$ cat src/rtl/sample_window_packer_if.sv
// Stream bundle for sample_window_packer.
// Sample input side, flush pulse, and packed window output side.
interface sample_window_packer_if #(
  parameter int SAMPLE_NUM   = 8,
  parameter int SAMPLE_WIDTH = 8,
  parameter int COUNT_WIDTH  = $clog2(SAMPLE_NUM) + 1
);
  logic                             in_vld;
  logic                             in_rdy;
  logic [SAMPLE_WIDTH-1:0]          in_dat;
  logic                             flush;
  logic                             out_vld;
  logic                             out_rdy;
  logic [SAMPLE_NUM*SAMPLE_WIDTH-1:0] out_dat;
  logic [COUNT_WIDTH-1:0]           out_cnt;

  modport master (
    output in_vld, in_dat, flush, out_rdy,
    input  in_rdy, out_vld, out_dat, out_cnt
  );

  modport slave (
    input  in_vld, in_dat, flush, out_rdy,
    output in_rdy, out_vld, out_dat, out_cnt
  );
endinterface

$ cat src/rtl/sample_window_packer.sv
// Packs SAMPLE_NUM consecutive samples into one word for the adder tree.
// Flush closes a partial window, zero-padding the unused lanes.
module sample_window_packer #(
  parameter int SAMPLE_NUM   = 8,
  parameter int SAMPLE_WIDTH = 8,
  parameter int COUNT_WIDTH  = $clog2(SAMPLE_NUM) + 1
) (
  input  logic                  clk,
  input  logic                  rst_n,
  sample_window_packer_if.slave bus
);

  localparam int SW = SAMPLE_WIDTH;
  localparam int CW = COUNT_WIDTH;
  localparam logic [CW-1:0] LAST = CW'(SAMPLE_NUM - 1);

  logic [CW-1:0]              cnt;
  logic                       flush_pend;
  logic [SW-1:0]              lanes [SAMPLE_NUM];
  logic [SAMPLE_NUM*SW-1:0]   merged;
  logic                       out_vld_q;
  logic [SAMPLE_NUM*SW-1:0]   out_dat_q;
  logic [CW-1:0]              out_cnt_q;

  logic can_xfer;
  logic in_rdy;
  logic acc;
  logic full;
  logic svc;
  logic part;
  logic load;

  assign can_xfer = !out_vld_q | bus.out_rdy;
  assign in_rdy   = rst_n & !flush_pend
                  & ((cnt < LAST) | can_xfer);
  assign acc      = bus.in_vld & in_rdy;
  assign full     = acc & (cnt == LAST);
  assign svc      = flush_pend & can_xfer;
  assign part     = svc & (cnt != '0);
  assign load     = full | part;

  // Window image: stored lanes below cnt, the incoming sample at cnt, zeros above.
  always_comb begin
    merged = '0;
    for (int i = 0; i < SAMPLE_NUM; i++) begin
      if (acc && cnt == CW'(i))
        merged[i*SW +: SW] = bus.in_dat;
      else if (CW'(i) < cnt)
        merged[i*SW +: SW] = lanes[i];
    end
  end

  // Assembly buffer: write the accepted sample into lane cnt.
  always_ff @(posedge clk or negedge rst_n) begin
    if (!rst_n) begin
      for (int i = 0; i < SAMPLE_NUM; i++)
        lanes[i] <= '0;
    end else begin
      for (int i = 0; i < SAMPLE_NUM; i++)
        if (acc && cnt == CW'(i))
          lanes[i] <= bus.in_dat;
    end
  end

  // Fill count and pending flush.
  always_ff @(posedge clk or negedge rst_n) begin
    if (!rst_n) begin
      cnt        <= '0;
      flush_pend <= 1'b0;
    end else begin
      if (load)
        cnt <= '0;
      else if (acc)
        cnt <= cnt + 1'b1;
      if (bus.flush)
        flush_pend <= 1'b1;
      else if (svc)
        flush_pend <= 1'b0;
    end
  end

  // Output register: load on a transfer, otherwise drop valid when taken.
  always_ff @(posedge clk or negedge rst_n) begin
    if (!rst_n) begin
      out_vld_q <= 1'b0;
      out_dat_q <= '0;
      out_cnt_q <= '0;
    end else if (load) begin
      out_vld_q <= 1'b1;
      out_dat_q <= merged;
      out_cnt_q <= acc ? cnt + 1'b1 : cnt;
    end else if (bus.out_rdy) begin
      out_vld_q <= 1'b0;
    end
  end

  assign bus.in_rdy  = in_rdy;
  assign bus.out_vld = out_vld_q;
  assign bus.out_dat = out_dat_q;
  assign bus.out_cnt = out_cnt_q;

endmodule

$ cat src/flat_wrapper.sv
// flat-port wrapper written by rule: the top's interface ports become plain ports
module sample_window_packer_flat 
#(
  parameter int SAMPLE_NUM   = 8,
  parameter int SAMPLE_WIDTH = 8,
  parameter int COUNT_WIDTH  = $clog2(SAMPLE_NUM) + 1
)
  (clk, rst_n, bus_in_vld, bus_in_dat, bus_flush, bus_out_rdy, bus_in_rdy, bus_out_vld, bus_out_dat, bus_out_cnt);
  sample_window_packer_if #(.SAMPLE_NUM(SAMPLE_NUM), .SAMPLE_WIDTH(SAMPLE_WIDTH), .COUNT_WIDTH(COUNT_WIDTH)) bus_i ();
  input  logic clk;
  input  logic rst_n;
  input wire logic [$bits(bus_i.in_vld)-1:0] bus_in_vld;
  input wire logic [$bits(bus_i.in_dat)-1:0] bus_in_dat;
  input wire logic [$bits(bus_i.flush)-1:0] bus_flush;
  input wire logic [$bits(bus_i.out_rdy)-1:0] bus_out_rdy;
  output wire logic [$bits(bus_i.in_rdy)-1:0] bus_in_rdy;
  output wire logic [$bits(bus_i.out_vld)-1:0] bus_out_vld;
  output wire logic [$bits(bus_i.out_dat)-1:0] bus_out_dat;
  output wire logic [$bits(bus_i.out_cnt)-1:0] bus_out_cnt;
  assign bus_i.in_vld = bus_in_vld;
  assign bus_i.in_dat = bus_in_dat;
  assign bus_i.flush = bus_flush;
  assign bus_i.out_rdy = bus_out_rdy;
  assign bus_in_rdy = bus_i.in_rdy;
  assign bus_out_vld = bus_i.out_vld;
  assign bus_out_dat = bus_i.out_dat;
  assign bus_out_cnt = bus_i.out_cnt;
  sample_window_packer #(.SAMPLE_NUM(SAMPLE_NUM), .SAMPLE_WIDTH(SAMPLE_WIDTH), .COUNT_WIDTH(COUNT_WIDTH)) u_core (.clk(clk), .rst_n(rst_n), .bus(bus_i));
endmodule
$ cat config.mk
export PLATFORM = sky130hd
export DESIGN_NAME = sample_window_packer_flat
export DESIGN_NICKNAME = d
export VERILOG_FILES = /design/src/rtl/sample_window_packer_if.sv /design/src/rtl/sample_window_packer.sv /design/src/flat_wrapper.sv
export SDC_FILE = /design/constraint.sdc
export NUM_CORES = 1
export LEC_CHECK = 0
export BUFFER_PORTS_ARGS = -buffer_cell sky130_fd_sc_hd__buf_2
export CAP_MARGIN = 20
export CORE_MARGIN = 4
export CORE_UTILIZATION = 57
export DETAILED_ROUTE_END_ITERATION = 8
export MAX_ROUTING_LAYER = met4
export PLACE_DENSITY_LB_ADDON = 0.2
export SLEW_MARGIN = 10
export SYNTH_ARGS = -nofsm -noshare
export SYNTH_HDL_FRONTEND = slang
export SYNTH_SLANG_ARGS = --single-unit
$ cat constraint.sdc
create_clock -name clk -period 2.1 [get_ports clk]
set_clock_uncertainty 0.05 [all_clocks]
set_input_delay 0.525 -clock clk [delete_from_list [all_inputs] [get_ports clk]]
set_output_delay 0.525 -clock clk [all_outputs]
set_load 0.01 [all_outputs]
# ---- Word level (Yosys, flattened, before mapping)
# Index checks and enable logic that the tools add are counted.
dict set report op_classes {
  addsub 1
  n_lt_le_gt_ge 9
  n_eq_ne 7
  mux 22
  bitwise_logic 9
  n_reduce_logical 14
}
# op n
set ops {}
lappend ops {{8-bit two-way mux} 16}
lappend ops {{4-bit by 3-bit == test with 1-bit output (second input constant)} 4}
lappend ops {{3-bit by 4-bit < comparator with 1-bit output (first input constant)} 4}
lappend ops {{4-bit by 2-bit == test with 1-bit output (second input constant)} 2}
lappend ops {{1-bit logical AND} 8}
lappend ops {{1-bit by 4-bit < comparator with 1-bit output (first input constant)} 2}
lappend ops {{2-bit by 4-bit < comparator with 1-bit output (first input constant)} 2}
lappend ops {{4-bit two-way mux} 2}
lappend ops {{1-bit bitwise AND} 6}
lappend ops {{4-bit by 1-bit adder with 4-bit output (second input constant)} 1}
lappend ops {{4-bit by 1-bit == test with 1-bit output (second input constant)} 1}
lappend ops {{4-bit logical NOT} 1}
lappend ops {{4-bit by 3-bit < comparator with 1-bit output (second input constant)} 1}
lappend ops {{1-bit two-way mux} 4}
lappend ops {{2-bit nonzero test} 2}
lappend ops {{4-bit nonzero test} 1}
lappend ops {{1-bit OR} 3}
lappend ops {{1-bit logical NOT} 2}
dict set report totals {
  ff_bits 138
  input_bits 13
  out_inout_bits 70
  wordCells 75
}

# ---- Logic depth before layout (Yosys ltp)
dict set report depth {
  depth_word 8
  depth_mapped 8
  mapped_depth_nobuf 6
}

# ---- Least setup slack after synthesis
# Ideal clock, no wire load.
dict set report synth_timing {
  path_kind {register to register}
  start {reg u_core.cnt[1]}
  end {reg u_core.out_dat_q[57], in the netlist u_core.bus.out_dat[57]}
  setup_time_ns 0.126
  arrival_ns 1.783
  required_time_ns 1.924
  path_slack_ns 0.141
  path_stages_with_launch 9
  n_path_buf 3
  synth_period_minus_slack_ns 1.959
  cell_sequence {dfrtp_1 ha_1 and4b_1 buf_2 and3_1 buf_4 nor2_8 buf_6 a221o_1}
}
dict set report synth_between {
  elab_chain_cells 6
  word_cells_on_any_way 13
  cone_classes {order compare: 2; eq/ne: 1; mux: 2; bitwise: 6; reduce/logical: 2}
}
# element line
set synth_rtl {}
lappend synth_rtl {{from (decl)} sample_window_packer.sv:17} ;# logic [CW-1:0] cnt;
lappend synth_rtl {{from (signal assigned)} sample_window_packer.sv:74} ;# cnt <= cnt + 1'b1;
lappend synth_rtl {{4-bit by 3-bit < comparator with 1-bit output} sample_window_packer.sv:35} ;# & ((cnt < LAST) | can_xfer);
lappend synth_rtl {{1-bit OR} sample_window_packer.sv:35}
lappend synth_rtl {{1-bit bitwise AND} sample_window_packer.sv:35}
lappend synth_rtl {{1-bit bitwise AND} sample_window_packer.sv:36} ;# assign acc = bus.in_vld & in_rdy;
lappend synth_rtl {{1-bit bitwise AND or 1-bit logical AND (tied branches)} {sample_window_packer.sv:37, sample_window_packer.sv:46}}
lappend synth_rtl {{1-bit OR or 8-bit two-way mux (tied branches)} {sample_window_packer.sv:40, sample_window_packer.sv:46}}
lappend synth_rtl {{to (signal assigned)} sample_window_packer.sv:90} ;# out_dat_q <= merged;
lappend synth_rtl {{to (decl)} sample_window_packer.sv:22} ;# logic [SAMPLE_NUM*SW-1:0] out_dat_q;
# Several ways; a longest one is shown, not always the timed one.
# A chain may end at the register's enable or synchronous reset.

# ---- Worst setup path after layout
dict set report layout_timing {
  start {reg u_core.cnt[0]}
  end {out bus_in_rdy}
}
dict set report layout_between {
  elab_chain_cells 3
}
# element line
set layout_rtl {}
lappend layout_rtl {{4-bit by 3-bit < comparator with 1-bit output} sample_window_packer.sv:35}
lappend layout_rtl {{1-bit OR} sample_window_packer.sv:35}
lappend layout_rtl {{1-bit bitwise AND} sample_window_packer.sv:35}
lappend layout_rtl {{to (decl)} flat_wrapper.sv:16} ;# output wire logic [$bits(bus_i.in_rdy)-1:0] bus_in_rdy;
# Every way passes these cells.

==> key figures <==
Status
  • Run status: complete, but fails checks
  • Failing checks: setup timing

Drt
  • Routed length per instance: 19.9 um
  • WL final: 14.8 mm
  • Post-DRT Antenna Nets: 0
  • Initial DRC count: 359
  • Metal3 WL: a little under 800 um
  • DRC: 0
  • DR top layer: met4
  • Via density: ~6.0
  • M1 wire length: 6.32 mm
  • Via count: about 4500
  • DR WL met2: 7.47 mm
  • DRT Pass-1 Iters: 5

Synth
  • Mean Syn Cell Area: between 10 and 15 um^2
  • Post-synth top cells: 138 x dfrtp_1, 46 x nand3_1, 44 x o21ai_0
  • Post-synth net total: 510
  • Warnings, synthesis: 0
  • Post-synth top area share: 0.593
  • Area leader, netlist: dfrtp_1
  • Most numerous cell in the Yosys netlist: dfrtp_1
  • Cells after Synth: about 490
  • Post-synth EDFFs: 0
  • Syn Std Cell Area: 5820 um^2
  • Sequential area share after synthesis: 0.593
  • Top cells by area, synth: dfrtp_1 59%, mux2_2 8.1%, nand3_1 4.0%
  • Distinct cells, synth: 48
  • Ys flop type: dfrtp_1
  • #FFs+latches synth: ~140
  • Ys async rst share: 1.00

Worst setup path
  • CP Capture Type: primary output
  • CP arrival: 1.61 ns
  • Startpoint Class: register
  • CP required: between 1.5 and 2 ns
  • Reg2reg setup slack: -0.04 ns
  • CP max FO: 3
  • Reg2Reg Depth: 7
  • Setup CP Type: reg2out

GRT
  • GR Overflow Total: 0
  • Largest net degree at the start of global routing: 139
  • Initial antenna violation count: 0
  • GRT Util Overall: 0.267
  • First-pass GRT wire length: roughly 23 mm
  • Vias in the first global route: between 4000 and 5000

Timing
  • Maximum clock rate: 0.458 GHz
  • Slew @ Worst Pin: 0.740 ns
  • Unrepaired setup endpoints after global routing: true
  • Relative slew margins: 0.507
  • Worst hold margin: 0.0669 ns
  • Endpoints failing setup: 16
  • Fin. Hold Viols: 0
  • Fin crit share: 1.04
  • Minimum clock period: ~2.2 ns
  • Setup ws final: -0.0846 ns
  • Slew Limit Fails: 0

Pwr
  • Tot Pwr: 0.00967 W
  • PD cells: 1330 nW/um^2
  • Max VDD drop: ~0.00074 V
  • Leakage power: 3.65 nW

CTS
  • CTS max path bufs: 2
  • H-tree Lvls: 4
  • # clock sinks: 138
  • Clock transition at the registers of the reported paths: 0.06 ns
  • Clock root cell: clkbuf_8
  • Post-cts hold buffer count: 0
  • CTS tree: built
  • Number of CTS-inserted buffers: 17
  • Clock Latency Late Sink: 0.52 ns

Layout
  • Fillers: 675
  • Sequential cell area: 3460 um^2
  • Fraction of layout cells with a size suffix above 1: 0.359
  • Final core occ: 0.739
  • Area Growth Syn to Fin: 25.2%
  • Diode count: 0
  • Final net count: 618
  • Footprint of the multi-input gates: 2180 um^2

Place
  • Place WS: -0.106 ns
  • Final HPWL DP: 8.82 mm
  • I/O Buffers: 82
  • Routability cong.: 0.901

Floorplanning
  • Die area: 11900 um^2
  • Row count: 36
  • Die W: around 110 um
  • Core Footprint: 9860 um^2
  • Die H: 109 um
  • I/O Pins: 83
  • Starting density of the core: 0.590

Hold path
  • Worst min path class: in2async

Job
  • Maxcap violations: 0
-- timing repair --
item / in CTS / in global routing
cloned: 0 / 1
gates resized for setup: 9 / 10
pin swaps: 2 / 3
endpoints found under the setup margin: 28 / 74
setup buffers: 5 / 7
-- cell usage in the layout (no fill, tap or decap), types with 2 or more instances in the layout --
| cell | n |
|---|---|
| o21ai_1 | 2 |
| mux2_2 | 42 |
| buf_2 | 81 |
| xnor2_1 | 2 |
| dfrtp_2 | 2 |
| ha_1 | 3 |
| nor2_1 | 6 |
| nor3_1 | 17 |
| buf_4 | 34 |
| nand2_1 | 43 |
| a221o_1 | 6 |
| a32oi_1 | 3 |
| clkinv_2 | 2 |
| dfrtp_1 | 136 |
| o21ai_0 | 44 |
| clkbuf_16 | 17 |
| nor2b_1 | 2 |
| a22o_1 | 8 |
| clkbuf_1 | 3 |
| buf_6 | 5 |
| a22oi_1 | 19 |
| and2_1 | 6 |
| a31oi_1 | 6 |
| clkbuf_8 | 6 |
| a21o_1 | 7 |
| buf_12 | 6 |
| a21oi_1 | 10 |
| bufinv_16 | 2 |
| o2111a_1 | 3 |
| inv_1 | 10 |
| nand3_1 | 45 |
| mux2_4 | 8 |
-- per-layer routing --
layer,GRT usage,up-vias
met4,0.0848,0
met3,0.0551,24
met1,0.347,2284
li1,-,1997
met2,0.424,175
met5,-,-
-- critical path: stages (launching register included) --
cell and delay [ns]:
dfrtp_1 0.44, ha_4 0.20, a21oi_4 0.16, o211a_1 0.16
buf_2 0.13
-- kinds of logic (layout without fill, tap and decap cells) --
logic type      after synthesis  after routing  share of synthesized area
flops                       138            138                      0.593
simple gates                132            132                      0.113
compound gates              117            117                      0.135
mux                          51             51                      0.104
buf+inv                      49            169                     0.0434
fa+ha+maj                     4              4                    0.00860
xor+xnor                      2              2                    0.00301
-- power by group --
group / switching [W] / internal, W / leakage (nW) / total [W]
registers: 0.000455 / 0.00343 / 1.80 / 0.00388
logic: 0.00154 / 0.00133 / 1.56 / 0.00287
clock network: 0.00107 / 0.00184 / 0.284 / 0.00291
total: 0.00307 / 0.00660 / 3.65 / 0.00967
-- final cells by class --
| cell class | instances | area share |
|---|---|---|
| flip-flops and latches | 138 | 0.474 |
| multi-input cells | 306 | 0.300 |
| clock buffers | 25 | 0.0678 |
| well taps | 133 | 0.0228 |
| repair buffers | 127 | 0.118 |
| clock inverters | 6 | 0.0118 |
| inverters | 11 | 0.00566 |
-- stage by stage --
step	setup TNS, ns	cells	cell area, um^2
final	-0.384	746	7290
after global routing	-1.68	746	7290
after CTS	-0.152	739	7160
after detailed placement	-1.57	703	6500
after global placement	0	703	6500
after floorplan	0	493	5820
-- sequential cells by signal (all words and copies together) (netlist names) --
signal	cells
u_core.bus.out_cnt	4
u_core.flush_pend	1
u_core.bus.out_dat	64
u_core.lanes	64
u_core.cnt	4
u_core.bus.out_vld	1
-- path summary, 6_finish.rpt --
| kind | from | endpoint |
|---|---|---|
| hold reg to reg | u_core.lanes[1]$_DFFE_PN0P_ | u_core.lanes[1]$_DFFE_PN0P_ |
| max in group asynchronous | rst_n | u_core.cnt[3]$_DFF_PN0_ |
| setup / recovery | u_core.cnt[0]$_DFF_PN0_ | bus_in_rdy |
| min in group clk | bus_flush | u_core.flush_pend$_DFFE_PN0P_ |
| hold / removal | rst_n | u_core.bus.out_dat[57]$_DFFE_PN0P_ |
| setup reg to reg | u_core.cnt[1]$_DFF_PN0_ | u_core.bus.out_dat[52]$_DFFE_PN0P_ |
Power figures use the tool's default switching activity.
